--- src/rtl/ex_muldiv_seq.sv ---
// Multi-cycle multiply/divide for EX: shift-add multiply, restoring divide, signed or unsigned.
// Latency: WIDTH cycles after start is accepted (1 for divide-by-zero, 1 for multiply with MULDIV_FAST_MUL_EN).
// Backpressure: start_i is held until success_o; the result is held in DONE until start_i drops.
module ex_muldiv_seq #(
    parameter int WIDTH = 32,
    parameter int CNT_W = 6
) (
    input  logic                 clk,
    input  logic                 rst,
    input  logic                 start_i,
    input  logic                 op_i,
    input  logic                 signed_i,
    input  logic [WIDTH-1:0]     oprand1_i,
    input  logic [WIDTH-1:0]     oprand2_i,
    input  logic                 cancel_i,
    output logic [2*WIDTH-1:0]   result_o,
    output logic                 success_o,
    output logic                 busy_o,
    output logic                 div_zero_o,
    output logic                 pauseRequest_o
);

    typedef enum logic [1:0] {IDLE, MUL, DIV, DONE} state_t;

    localparam logic [CNT_W-1:0] LAST = CNT_W'(WIDTH - 1);

    state_t             state_q;
    // hi_q/lo_q hold {remainder, quotient} for divide and {product hi, product lo/multiplier} for multiply
    logic [WIDTH-1:0]   hi_q;
    logic [WIDTH-1:0]   lo_q;
    // Divisor magnitude for divide, multiplicand magnitude for multiply
    logic [WIDTH-1:0]   opb_q;
    logic [CNT_W-1:0]   cnt_q;
    logic               neg_res_q;
    logic               neg_rem_q;
    logic               dz_q;
    logic [2*WIDTH-1:0] result_q;
    logic               success_q;
    logic               busy_q;
    logic               div_zero_q;

    logic [WIDTH-1:0]   abs1;
    logic [WIDTH-1:0]   abs2;
    logic [WIDTH:0]     div_up;
    logic [WIDTH:0]     div_diff;
    logic [WIDTH-1:0]   div_rem_d;
    logic [WIDTH-1:0]   div_quo_d;
    logic [WIDTH-1:0]   div_rem_fix;
    logic [WIDTH-1:0]   div_quo_fix;
    logic [2*WIDTH-1:0] mul_prod_d;
    logic [2*WIDTH-1:0] mul_fix;
`ifndef MULDIV_FAST_MUL_EN
    logic [WIDTH:0]     mul_sum;
`endif

    // Operand magnitudes and one datapath step for each operation, with the signed fix-up applied
    always_comb begin
        abs1 = (signed_i && oprand1_i[WIDTH-1]) ? (WIDTH'(0) - oprand1_i) : oprand1_i;
        abs2 = (signed_i && oprand2_i[WIDTH-1]) ? (WIDTH'(0) - oprand2_i) : oprand2_i;

        // Restoring divide: shift {rem,quot} left, trial-subtract divisor from the upper part
        div_up    = {hi_q, lo_q[WIDTH-1]};
        div_diff  = div_up - {1'b0, opb_q};
        div_rem_d = div_diff[WIDTH] ? div_up[WIDTH-1:0] : div_diff[WIDTH-1:0];
        div_quo_d = {lo_q[WIDTH-2:0], ~div_diff[WIDTH]};
        div_quo_fix = neg_res_q ? (WIDTH'(0) - div_quo_d) : div_quo_d;
        div_rem_fix = neg_rem_q ? (WIDTH'(0) - div_rem_d) : div_rem_d;

`ifdef MULDIV_FAST_MUL_EN
        // Whole product in one cycle from the latched magnitudes
        mul_prod_d = {{WIDTH{1'b0}}, opb_q} * {{WIDTH{1'b0}}, lo_q};
`else
        // Shift-add: conditionally add multiplicand to the high half, then shift the pair right
        mul_sum    = {1'b0, hi_q} + (lo_q[0] ? {1'b0, opb_q} : {(WIDTH+1){1'b0}});
        mul_prod_d = {mul_sum, lo_q[WIDTH-1:1]};
`endif
        mul_fix = neg_res_q ? ((2*WIDTH)'(0) - mul_prod_d) : mul_prod_d;
    end

    // Control FSM and datapath registers; cancel beats start and completion
    always_ff @(posedge clk) begin
        if (rst) begin
            state_q    <= IDLE;
            hi_q       <= '0;
            lo_q       <= '0;
            opb_q      <= '0;
            cnt_q      <= '0;
            neg_res_q  <= 1'b0;
            neg_rem_q  <= 1'b0;
            dz_q       <= 1'b0;
            result_q   <= '0;
            success_q  <= 1'b0;
            busy_q     <= 1'b0;
            div_zero_q <= 1'b0;
        end else if (cancel_i) begin
            state_q   <= IDLE;
            cnt_q     <= '0;
            result_q  <= '0;
            success_q <= 1'b0;
            busy_q    <= 1'b0;
        end else begin
            case (state_q)
                IDLE: begin
                    if (start_i) begin
                        state_q    <= op_i ? DIV : MUL;
                        busy_q     <= 1'b1;
                        div_zero_q <= 1'b0;
                        cnt_q      <= '0;
                        hi_q       <= '0;
                        dz_q       <= op_i && (oprand2_i == '0);
                        neg_res_q  <= signed_i && (oprand1_i[WIDTH-1] ^ oprand2_i[WIDTH-1]);
                        neg_rem_q  <= signed_i && oprand1_i[WIDTH-1];
                        if (op_i) begin
                            // Zero divisor keeps the raw dividend so it can be returned as HI
                            lo_q  <= (oprand2_i == '0) ? oprand1_i : abs1;
                            opb_q <= abs2;
                        end else begin
                            lo_q  <= abs2;
                            opb_q <= abs1;
                        end
                    end
                end
                MUL: begin
`ifdef MULDIV_FAST_MUL_EN
                    result_q  <= mul_fix;
                    state_q   <= DONE;
                    busy_q    <= 1'b0;
                    success_q <= 1'b1;
`else
                    {hi_q, lo_q} <= mul_prod_d;
                    cnt_q        <= cnt_q + 1'b1;
                    if (cnt_q == LAST) begin
                        result_q  <= mul_fix;
                        state_q   <= DONE;
                        busy_q    <= 1'b0;
                        success_q <= 1'b1;
                    end
`endif
                end
                DIV: begin
                    if (dz_q) begin
                        result_q   <= {lo_q, {WIDTH{1'b1}}};
                        div_zero_q <= 1'b1;
                        state_q    <= DONE;
                        busy_q     <= 1'b0;
                        success_q  <= 1'b1;
                    end else begin
                        hi_q  <= div_rem_d;
                        lo_q  <= div_quo_d;
                        cnt_q <= cnt_q + 1'b1;
                        if (cnt_q == LAST) begin
                            result_q  <= {div_rem_fix, div_quo_fix};
                            state_q   <= DONE;
                            busy_q    <= 1'b0;
                            success_q <= 1'b1;
                        end
                    end
                end
                DONE: begin
                    if (!start_i) begin
                        state_q   <= IDLE;
                        success_q <= 1'b0;
                    end
                end
                default: state_q <= IDLE;
            endcase
        end
    end

    assign result_o       = result_q;
    assign success_o      = success_q;
    assign busy_o         = busy_q;
    assign div_zero_o     = div_zero_q;
    // Stall the pipeline from the request cycle until the result is ready
    assign pauseRequest_o = (state_q == MUL) || (state_q == DIV) ||
                            ((state_q == IDLE) && start_i && !cancel_i);

endmodule
--- config.mk ---
export PLATFORM = sky130hd
export DESIGN_NAME = ex_muldiv_seq
export DESIGN_NICKNAME = d
export VERILOG_FILES = /design/src/rtl/ex_muldiv_seq.sv
export SDC_FILE = /design/constraint.sdc
export NUM_CORES = 1
export LEC_CHECK = 0
export CELL_PAD_IN_SITES_DETAIL_PLACEMENT = 1
export CELL_PAD_IN_SITES_GLOBAL_PLACEMENT = 1
export CORE_MARGIN = 4
export CORE_UTILIZATION = 47
export DETAILED_ROUTE_END_ITERATION = 7
export PLACE_DENSITY = 0.89
export SLEW_MARGIN = 20
export SYNTH_ARGS = -nofsm -noshare
export SYNTH_HDL_FRONTEND = slang
export SYNTH_SLANG_ARGS = --single-unit
--- constraint.sdc ---
create_clock -name clk -period 9.2 [get_ports clk]
set_input_delay 1.38 -clock clk [delete_from_list [all_inputs] [get_ports clk]]
set_output_delay 1.38 -clock clk [all_outputs]
set_load 0.01 [all_outputs]
==> results by group <==
Outcome
  • Result of the run: completed

Route
  • Vias per cell: 6.820
  • Final Routed Wirelength: 81850 µm
  • First-pass detailed-route iteration total: 5
  • Total via count after detailed routing: 21252
  • Count of nets left with antenna violations after detail routing: 0
  • Routed wire length per instance: 26.27 µm
  • Number of remaining DRC errors: 0
  • DR iter-0 viols: 2941

Worst hold path
  • Hold-critical path depth: 2
  • Hold wc startpoint: opb_q[13]
  • Capture endpoint of the worst hold path: opb_q[13]
  • Path class of the lowest-slack min-delay path: reg -> reg

GRT
  • Number of antenna violations at the first check in global routing: 1
  • First-pass GRT wire length: 125000 µm
  • Maximum number of pins on one net before global-route repair: 93
  • Overall Global Routing Usage: 38.38%
  • Overflow after GRT: 0
  • Vias in the first global route: 20498

Critical path
  • Reg2reg setup slack: 2.90 ns
  • CP Data Arrival Time: 6.66 ns
  • Crit Reg-Reg Startpoint: hi_q[6]
  • Kind of critical path: reg -> reg
  • Data required time of the worst path: 9.56 ns
  • Startpoint class of the critical path: flip-flop
  • Max FO, Critical Path: 40
  • Endpoint of the worst register-to-register path: result_o[60]
  • Number of cells on the worst reg-to-reg path: 19
  • Crit. End Element: flip-flop

Yosys
  • Number of nets in the synthesized netlist: 2767
  • Netlist cell types: 82
  • Part of the Yosys area used for sequential elements: 19.58%
  • Number of flops mapped to enable cells by yosys: 0
  • Total of warnings raised by yosys: 0
  • Post-Syn Instances: 2621
  • Post-synth ARST share: 0%
  • Flops & latches, synth: 174
  • Top flip-flop cell by instance count after synthesis: sky130_fd_sc_hd__dfxtp_1
  • Post-Synthesis Mean Instance Area: 6.788 µm²
  • Post-Synthesis Cell Area: 17790 µm²

Timing
  • Maximum clock frequency: 158.8 MHz
  • Slew Limit Headroom: 30.65%
  • Clk_skew: 0.01833 ns
  • Crit path time final: 6.297 ns
  • Final cycle utilization of the critical path: 68.45%
  • Count of final max-slew check failures: 0
  • Setup repair after global routing missed its margin: no
  • Final count of hold timing violations: 0
  • Final TNS setup: 0 ns
  • Transition time at the pin with the least slew margin: 1.040 ns
  • Final setup violating endpoints: 0

Final layout
  • Number of fillers in the final layout: 4844
  • Final cell count without fillers: 3116
  • Relative area change from synthesis to final layout: 11.67%
  • Area used by sequential logic in the layout: 3485 µm²
  • Count of nets after finishing: 2745
  • Share of layout cells above drive strength 1: 4.366%
  • Design Area, Final: 19870 µm²
  • Area used by multi-input combinational logic: 13270 µm²

Place
  • Cell area reported after detailed placement: 19260 µm²
  • Number of placed instances with taps included: 3084
  • Half-perimeter wire length of the detailed placement result: 62860 µm
  • Placer Congestion: 1.029
  • IO Port Bufs: 137

Clock network
  • CTS clock-pin slew for the worst setup and hold paths: 0.07 ns
  • Number of resized instances in the post-cts repair step: 0
  • # H-tree levels: 4
  • TritonCTS Sinks: 174
  • Number of clock buffers inserted by TritonCTS: 17
  • Clock tree root buffer cell: sky130_fd_sc_hd__clkbuf_16
  • Post-CTS setup repair buffer count: 0
  • Maximum root-to-sink buffer count: 2
  • Latest clock arrival within the worst-skew pair: 0.48 ns
  • Post-CTS Hold Buffers: 0
  • Clock tree from TritonCTS: yes

Pwr
  • Total leakage power: 7.122 nW
  • Power density over the cells: 118.5 nW/µm²
  • Power after layout: 2.355 mW
  • Worst vdd rail ir drop: 0.1451 mV

Die
  • Die outline width: 202.6 µm
  • Area of the core: 36960 µm²
  • Floorplan die area: 41030 µm²
  • Cell Rows: 70
  • Height of the die: 202.6 µm
  • I/O pin count: 138
  • Starting Density: 48.13%

Flow run
  • Max-cap check violation count: 0
worst max-delay path by stage:
stage              start  slack, ns           end
3_5_place_dp   opb_q[12]       3.06  result_o[60]
3_3_place_gp   opb_q[12]       3.30  result_o[60]
4_1_cts         hi_q[12]       3.01  result_o[60]
2_1_floorplan  opb_q[12]       4.05  result_o[60]
5_1_grt         hi_q[12]       2.21  result_o[60]
6_report         hi_q[6]       2.90  result_o[60]
metal layers:
layer | part of all wire, % | vias up | GRT usage [%]
met5 | 0.0098 | - | 0
met4 | 3.9 | 2 | 13.92
met3 | 11 | 172 | 8.593
met2 | 42 | 1223 | 56.52
met1 | 43 | 10470 | 54.95
li1 | - | 9385 | -
worst max-delay path, stage by stage, from the launching register on:
cell and delay [ns]:
sky130_fd_sc_hd__dfxtp_1 0.39, sky130_fd_sc_hd__ha_1 0.49, sky130_fd_sc_hd__a21oi_1 0.14, sky130_fd_sc_hd__a2111oi_0 0.77, sky130_fd_sc_hd__nand2_1 0.16, sky130_fd_sc_hd__a2111oi_1 0.81
sky130_fd_sc_hd__o21a_1 0.45, sky130_fd_sc_hd__nor2_2 0.09, sky130_fd_sc_hd__clkinv_1 0.11, sky130_fd_sc_hd__buf_4 0.37, sky130_fd_sc_hd__nor2_1 0.08, sky130_fd_sc_hd__a21oi_1 0.26
sky130_fd_sc_hd__ha_1 0.27, sky130_fd_sc_hd__inv_1 0.08, sky130_fd_sc_hd__a221oi_1 0.38, sky130_fd_sc_hd__and4b_1 0.43, sky130_fd_sc_hd__and4_1 0.34, sky130_fd_sc_hd__mux2i_1 0.21
sky130_fd_sc_hd__nand3_1 0.10, sky130_fd_sc_hd__o221a_2 0.25
layout by cell type (no fill, tap or decap), types with 24 or more instances in the layout:
cell type / n
sky130_fd_sc_hd__a211oi_1: 31
sky130_fd_sc_hd__a21oi_1: 256
sky130_fd_sc_hd__a22oi_1: 56
sky130_fd_sc_hd__a31oi_1: 26
sky130_fd_sc_hd__buf_4: 31
sky130_fd_sc_hd__clkdlybuf4s50_1: 135
sky130_fd_sc_hd__dfxtp_1: 173
sky130_fd_sc_hd__ha_1: 71
sky130_fd_sc_hd__inv_1: 72
sky130_fd_sc_hd__nand2_1: 358
sky130_fd_sc_hd__nand3_1: 35
sky130_fd_sc_hd__nand4_1: 27
sky130_fd_sc_hd__nor2_1: 296
sky130_fd_sc_hd__nor3_1: 61
sky130_fd_sc_hd__nor4_1: 24
sky130_fd_sc_hd__o211ai_1: 58
sky130_fd_sc_hd__o21ai_0: 189
sky130_fd_sc_hd__o221ai_1: 26
sky130_fd_sc_hd__o31ai_1: 37
sky130_fd_sc_hd__or3_1: 40
sky130_fd_sc_hd__xnor2_1: 161
sky130_fd_sc_hd__xor2_1: 77
layout make-up:
cell class	count	area share, %
Clock inverter	10	0.6487
Clock buffer	21	2.368
Antenna cell	1	0.01260
Timing Repair Buffer	168	8.024
Sequential cell	174	17.54
Tap cell	504	3.174
Inverter	75	1.417
Multi-Input combinational cell	2163	66.82
state kept, by name (all words and copies together) (netlist names):
name and count:
cnt_q 6, dz_q 1, success_o 1, busy_o 1, neg_res_q 1, hi_q 32, opb_q 32, div_zero_o 1
result_o 64, neg_rem_q 1, state_q 2, lo_q 32
cells by family after synthesis:
kind of cell    count (synthesis)  share of synthesized area (%)
mux                            28                          1.610
compound gates                849                          30.57
simple gates                  972                          24.99
flops                         174                          19.58
buf+inv                       284                          6.105
xor+xnor                      238                          11.72
fa+ha+maj                      76                          5.429
report_power, final:
group | internal [mW] | switching (mW) | leakage [nW]
Sequential | 0.776 | 0.0581 | 1.41
Clock | 0.425 | 0.355 | 0.290
Combinational | 0.250 | 0.490 | 5.42
Yosys cell counts (all sizes together) (20+ instances only):
| cell type | n | area [µm²] |
|---|---|---|
| a21oi | 257 | 1286 |
| o31ai | 38 | 290.3 |
| nor3 | 61 | 305.3 |
| buf | 28 | 120.1 |
| or3 | 43 | 276.5 |
| xor2 | 77 | 674.4 |
| nor2b | 20 | 125.1 |
| o21ai | 190 | 950.9 |
| nor2 | 299 | 1122 |
| inv | 73 | 274.0 |
| nand4 | 27 | 168.9 |
| nand2 | 359 | 1348 |
| dfxtp | 174 | 3483 |
| or4 | 20 | 161.4 |
| o211ai | 58 | 435.4 |
| o221ai | 26 | 227.7 |
| a31oi | 26 | 162.7 |
| xnor2 | 161 | 1410 |
| clkbuf | 180 | 675.7 |
| a211oi | 31 | 232.7 |
| ha | 74 | 925.9 |
| mux2i | 23 | 230.2 |
| a22oi | 56 | 420.4 |
| nor4 | 24 | 150.1 |
| nand3 | 35 | 175.2 |
per-stage QoR:
| stage | worst slack, ns | util (%) | hold WS [ns] |
|---|---|---|---|
| finish | 2.903 | 53.75 | 0.4543 |
| global route | 2.208 | 53.74 | 0.4799 |
| CTS | 3.011 | 53.74 | 0.4579 |
| detailed placement | 3.063 | 52.12 | 0.4417 |
| global placement | 3.299 | 52.11 | 0.4355 |
| floorplan | 4.054 | - | 0.4319 |
(Power assumes the default switching activity.)
